$ cat config.mk
export PLATFORM = sky130hd
export DESIGN_NAME = tone_gen
export DESIGN_NICKNAME = d
export VERILOG_FILES = /design/src/rtl/tone_pkg.sv /design/src/rtl/sine_lut.sv /design/src/rtl/tone_gen.sv
export SDC_FILE = /design/constraint.sdc
export NUM_CORES = 1
export LEC_CHECK = 0
export ABC_CLOCK_PERIOD_IN_PS = 6950
export CELL_PAD_IN_SITES_DETAIL_PLACEMENT = 0
export CELL_PAD_IN_SITES_GLOBAL_PLACEMENT = 1
export CORE_MARGIN = 1
export CORE_UTILIZATION = 46
export CTS_CLUSTER_DIAMETER = 120
export DETAILED_ROUTE_END_ITERATION = 8
export GPL_TIMING_DRIVEN = 0
export PLACE_DENSITY_LB_ADDON = 0.1
export SLEW_MARGIN = 5
export SYNTH_ARGS = -nofsm -noshare
export SYNTH_HDL_FRONTEND = slang
export SYNTH_SLANG_ARGS = --single-unit
$ cat constraint.sdc
create_clock -name clk_144 -period 6.95 [get_ports clk_144]
set_input_delay 0.695 -clock clk_144 [delete_from_list [all_inputs] [get_ports clk_144]]
set_output_delay 0.695 -clock clk_144 [all_outputs]
set_load 0.02 [all_outputs]
$ cat src/rtl/tone_pkg.sv
// Shared definitions for the tone generator: tone selection, timing constants,
// the quarter-wave sine table and the phase step per tone.
package tone_pkg;

  typedef enum logic [1:0] {
    TONE_1K   = 2'd0,
    TONE_3K   = 2'd1,
    TONE_16K  = 2'd2,
    TONE_MUTE = 2'd3
  } tone_e;

  localparam int CLKS_PER_SAMPLE   = 3;
  localparam int SAMPLES_PER_CYCLE = 48;

  // First quarter of a full-scale sine, sampled at 48 points per period.
  function automatic logic signed [15:0] quarter_wave(input logic [3:0] idx);
    logic signed [15:0] val;
    case (idx)
      4'd0:    val = 16'sd0;
      4'd1:    val = 16'sd4277;
      4'd2:    val = 16'sd8481;
      4'd3:    val = 16'sd12539;
      4'd4:    val = 16'sd16384;
      4'd5:    val = 16'sd19947;
      4'd6:    val = 16'sd23170;
      4'd7:    val = 16'sd25996;
      4'd8:    val = 16'sd28377;
      4'd9:    val = 16'sd30273;
      4'd10:   val = 16'sd31650;
      4'd11:   val = 16'sd32487;
      4'd12:   val = 16'sd32767;
      default: val = 16'sd0;
    endcase
    return val;
  endfunction

  function automatic logic [5:0] tone_step(input tone_e t);
    logic [5:0] s;
    case (t)
      TONE_1K:  s = 6'd1;
      TONE_3K:  s = 6'd3;
      TONE_16K: s = 6'd16;
      default:  s = 6'd0;
    endcase
    return s;
  endfunction

endpackage

$ cat src/rtl/sine_lut.sv
// Combinational full-period sine: maps a phase index 0..47 to a signed sample
// by mirroring and negating the quarter-wave table.
module sine_lut
  import tone_pkg::*;
(
  input  logic        [5:0]  phase_i,
  output logic signed [15:0] sample_o
);

  // 12-r within a quadrant reduces to (quadrant end - k), avoiding a divider.
  always_comb begin
    sample_o = 16'sd0;
    if (phase_i < 6'd12) begin
      sample_o = quarter_wave(phase_i[3:0]);
    end else if (phase_i < 6'd24) begin
      sample_o = quarter_wave(4'(6'd24 - phase_i));
    end else if (phase_i < 6'd36) begin
      sample_o = -quarter_wave(4'(phase_i - 6'd24));
    end else if (phase_i < 6'd48) begin
      sample_o = -quarter_wave(4'(6'd48 - phase_i));
    end
  end

endmodule

$ cat src/rtl/tone_gen.sv
// Test-tone source: a sample-rate divider, a phase accumulator stepping through
// a 48-point sine, and registered attenuated output with a one-cycle strobe.
module tone_gen #(
  parameter int CLKS_PER_SAMPLE   = tone_pkg::CLKS_PER_SAMPLE,
  parameter int SAMPLES_PER_CYCLE = tone_pkg::SAMPLES_PER_CYCLE
) (
  input  logic               clk_144,
  input  logic               reset,
  input  logic               enable,
  input  logic        [1:0]  tone,
  input  logic        [2:0]  atten,
  output logic               sample_valid,
  output logic signed [15:0] toneOut
);
  import tone_pkg::*;

  localparam int DIV_W = (CLKS_PER_SAMPLE > 1) ? $clog2(CLKS_PER_SAMPLE) : 1;
  localparam logic [DIV_W-1:0] DIV_LAST = DIV_W'(CLKS_PER_SAMPLE - 1);
  localparam logic [6:0]       PH_WRAP  = 7'(SAMPLES_PER_CYCLE);

  logic        [DIV_W-1:0] div_q, div_d;
  logic        [5:0]       phase_q, phase_d;
  logic signed [15:0]      tone_out_q, tone_out_d;
  logic                    valid_q, valid_d;

  logic signed [15:0] sine_s;
  logic        [6:0]  phase_sum;
  logic        [5:0]  step;
  tone_e              tone_sel;
  logic               strobe;

  sine_lut u_sine_lut (
    .phase_i  (phase_q),
    .sample_o (sine_s)
  );

  // sample_valid is a bare strobe with no ready: the consumer must take
  // toneOut in the cycle sample_valid is high; toneOut holds until the next one.
  always_comb begin
    tone_sel   = tone_e'(tone);
    step       = tone_step(tone_sel);
    phase_sum  = {1'b0, phase_q} + {1'b0, step};
    strobe     = enable && (div_q == DIV_LAST);
    div_d      = div_q;
    phase_d    = phase_q;
    tone_out_d = tone_out_q;
    valid_d    = 1'b0;
    if (enable) begin
      div_d = strobe ? '0 : div_q + DIV_W'(1);
    end
    if (strobe) begin
      valid_d    = 1'b1;
      tone_out_d = (tone_sel == TONE_MUTE) ? 16'sd0 : (sine_s >>> atten);
      phase_d    = (phase_sum >= PH_WRAP) ? 6'(phase_sum - PH_WRAP) : phase_sum[5:0];
    end
  end

  always_ff @(posedge clk_144) begin
    if (reset) begin
      div_q      <= '0;
      phase_q    <= '0;
      tone_out_q <= '0;
      valid_q    <= 1'b0;
    end else begin
      div_q      <= div_d;
      phase_q    <= phase_d;
      tone_out_q <= tone_out_d;
      valid_q    <= valid_d;
    end
  end

  assign sample_valid = valid_q;
  assign toneOut      = tone_out_q;

endmodule

==> impl_metrics.csv <==
group,metric,value,unit
timing,rsz0062_at_grt,"no",
clock_network,cts_resized,0,
layout,final_util,52.6,%
synthesis,yosys-top-cells-area,"dfxtp_1 16%, nand2_1 5.6%, ha_1 5.4%",
place,hpwl,14.6,mm
floorplanning,initial_core_util,47.6,%
critical_path,ff2ff_path_depth,23,
global_routing,grt_util_met1,46.5,%
floorplanning,io_pins,25,
clock_network,clk_latency,300,ps
place,post-place-ws,502,ps
global_routing,antenna_found_initial,0,
critical_path,worstPathMaxFanout,13,
power,p_seq_share,43.3,%
power,comb_power_share,19.5,%
clock_network,cts_hold_buf,0,
timing,maxSlewViolCount,0,
synthesis,synth_edf_count,0,
clock_network,clockBufferDepth,2,
layout,drive_gt1_share,9.76,%
global_routing,met2_usage,53.0,%
routing,drtIter0Drc,612,
place,gp_congestion,1.05,
layout,num-fill-cells,1045,
critical_path,cp_num_buf_inv,8,
critical_path,critPathMostFrequentCell,"ha_1",
timing,fmax,155,MHz
power,peakVddDrop,74.0,uV
synthesis,synth_top_area_cell,"dfxtp_1",
critical_path,end_kind,"flip-flop",
place,placed_area,5310,um^2
synthesis,synth_fp_nets,696,
critical_path,rrSetupSlack,500,ps
timing,tightest_slew,820,ps
floorplanning,die_y,105,um
power,p_sw,0.000162,W
power,power-per-cell-area,99.4,nW/um^2
layout,synthToLayoutAreaGrowth,10.5,%
synthesis,ys_seq_elements,40,
synthesis,synth_cell_type_count,94,
synthesis,yosysWarnings,0,
routing,drtAntennaViolNets,0,
timing,finalHoldViolations,0,
routing,drc,0,
critical_path,arrival,6650,ps
critical_path,start_kind,"flip-flop",
timing,post-route-min-period,6450,ps
layout,fin_area,5430,um^2
synthesis,synth-seq-area-share,16.3,%
critical_path,crit_family,"compound AO/OA/AOI/OAI gates",
power,p_int,0.000377,W
clock_network,ctsHtreeMaxLevel,2,
floorplanning,row_count,37,
flow_run,drv_cap,0,
clock_network,cts_sinks,40,
routing,wl_per_cell,22.6,um
global_routing,globalRoute.busiestLayer,"met2",
floorplanning,fp.dieW,105,um
floorplanning,die_area,11100,um^2
critical_path,reg2reg_from,"phase_q[0]",
layout,nets,726,
clock_network,post-cts-setup-buffers,0,
power,p_sw_share,30.0,%
global_routing,grt_max_degree,15,
clock_network,cts_tree,"built",
routing,viasPerCell,6.89,
min_path,min_to,"toneOut[13]",
layout,final_cell_mix,"73 x nand2_1, 57 x nor2_1, 42 x a21oi_1",
global_routing,grt_pass1_wl,29.4,mm
power,clkPwrFrac,37.2,%
critical_path,cp.required,7150,ps
min_path,holdCritStartpoint,"toneOut[13]",
timing,finalClockSkew,12.0,ps
routing,drtPass1Iterations,5,
critical_path,worstSetupPathType,"flip-flop to flip-flop",
clock_network,cts_root_buf,"clkbuf_8",
synthesis,synthCells,666,
critical_path,cp_cell_sequence,"buf_4 > buf_4 > inv_2 > buf_2 > ha_1 > clkbuf_2 > inv_1 > ha_1 > and2_1 > clkbuf_1 > o21ai_0 > nand3_1 > inv_1 > ha_1 > a21boi_0 > and2_1 > a32o_2 > and3_1 > a21oi_1 > o31ai_2 > o221ai_1 > mux2_2 > a311o_1",
place,placed_cells_incl_taps,825,
timing,setup-violations-final,0,
synthesis,postSynthAreaPerCell,7.37,um^2
synthesis,netlist_area,4910,um^2
timing,relSlewSlack,45.1,%
synthesis,yosys_most_used_dff,"dfxtp_1",
global_routing,gr-total-overflow,0,
timing,final.setup.tns,0,ps
routing,wirelength,18.8,mm
layout,mostFrequentLayoutCell,"nand2_1",
routing,via_count,5738,
outcome,status,"completed",
floorplanning,coreArea,10300,um^2
min_path,holdCritPathClass,"flip-flop to flip-flop",
timing,setup_slack,500,ps
clock_network,cts_buffers,5,
place,portBuffers,23,
synthesis,synth_top_area_share,16.3,%
min_path,holdPathStages,2,
global_routing,grt_usage,34.1,%
critical_path,crit_slowest_cell,"a21boi_0",
layout,final-instance-count-excl-fill,833,
clock_network,path_clk_slew,90,ps
power,p_leak,1.99,nW
layout,num_antenna_cells,0,
synthesis,async_flop_share,0,%
global_routing,use_met3,6.56,%
critical_path,critPathMaxStageDelay,470,ps
timing,fin_crit_sh,92.8,%
global_routing,grt_pass1_vias,5329,
critical_path,rr_endpoint,"toneOut[2]",
per-stage QoR:
step | power [W] | hold WS [ps]
finish | 0.000539 | 473
floorplan | 0.000309 | 460
CTS | 0.000540 | 476
global route | 0.000558 | 503
detailed placement | 0.000340 | 454
global placement | 0.000340 | 445
synth_stat cells, types with 5 or more instances:
cell type	count
a21boi_0	6
nor3b_1	5
a2bb2oi_1	6
nor2_1	57
buf_6	7
nor3_1	28
clkbuf_1	29
nand3_1	14
a211oi_1	5
buf_4	5
mux2_2	5
o211ai_1	11
nand4_1	5
nand2_1	73
or3_1	7
o221ai_1	13
a21oi_1	42
a31oi_1	19
mux2i_1	26
inv_1	23
dfxtp_1	40
o22ai_1	9
ha_1	21
a21o_1	6
and2_1	7
o21a_1	5
nand2b_1	10
a22oi_1	8
a211o_1	8
buf_2	8
xnor2_1	8
nor2b_1	11
o21ai_0	33
final cells by class:
class                   count  area (um^2)  share of cell area, %
multi-input cells         550         3740                   69.0
flip-flops and latches     40          801                   14.8
plain buffers              50          270                   4.98
repair buffers             23          230                   4.24
well taps                 136          170                   3.14
inverters                  26         97.6                   1.80
clock buffers               5         68.8                   1.27
clock inverters             3         46.3                  0.853
worst max-delay path by stage:
stage,depth (start not counted),slack [ps],end,startpoint
floorplan,24,1950,toneOut[2],phase_q[0]
global placement,23,400,toneOut[2],phase_q[0]
detailed placement,23,500,toneOut[2],phase_q[0]
CTS,23,470,toneOut[2],phase_q[0]
global route,24,80,toneOut[7],phase_q[0]
finish,23,500,toneOut[2],phase_q[0]
power by group through the flow:
| stage | Clock (W) | Sequential [W] | Combinational (W) |
|---|---|---|---|
| after global routing | 0.000211 | 0.000234 | 0.000113 |
| after detailed placement | 0 | 0.000239 | 0.000102 |
| after global placement | 0 | 0.000239 | 0.000102 |
| after floorplan | 0 | 0.000239 | 0.0000707 |
| final | 0.000201 | 0.000233 | 0.000105 |
| after CTS | 0.000204 | 0.000233 | 0.000102 |
worst min-delay path, cell delays in order (launching register included):
cell,delay (ps)
dfxtp_1,320
nand2_1,50
o31ai_1,50
logic make-up (layout without fill, tap and decap cells):
group	after synthesis	count (layout)	share of synthesized area (%)
DFF	40	40	16.3
AOI/OAI and AO/OA	237	237	35.7
adders and majority gates	22	22	5.76
xor gates and xnor gates	10	10	1.78
muxes	33	33	7.36
buffers and inverters	76	107	7.47
and+or+nand+nor	248	248	25.6
per-layer routing:
layer  vias to the layer above  share of wire (%)
met5                         -                  0
li1                       2590                  -
met4                         0                4.0
met1                      2684                 42
met2                       393                 44
met3                        71                 10
(Power assumes the default switching activity.)
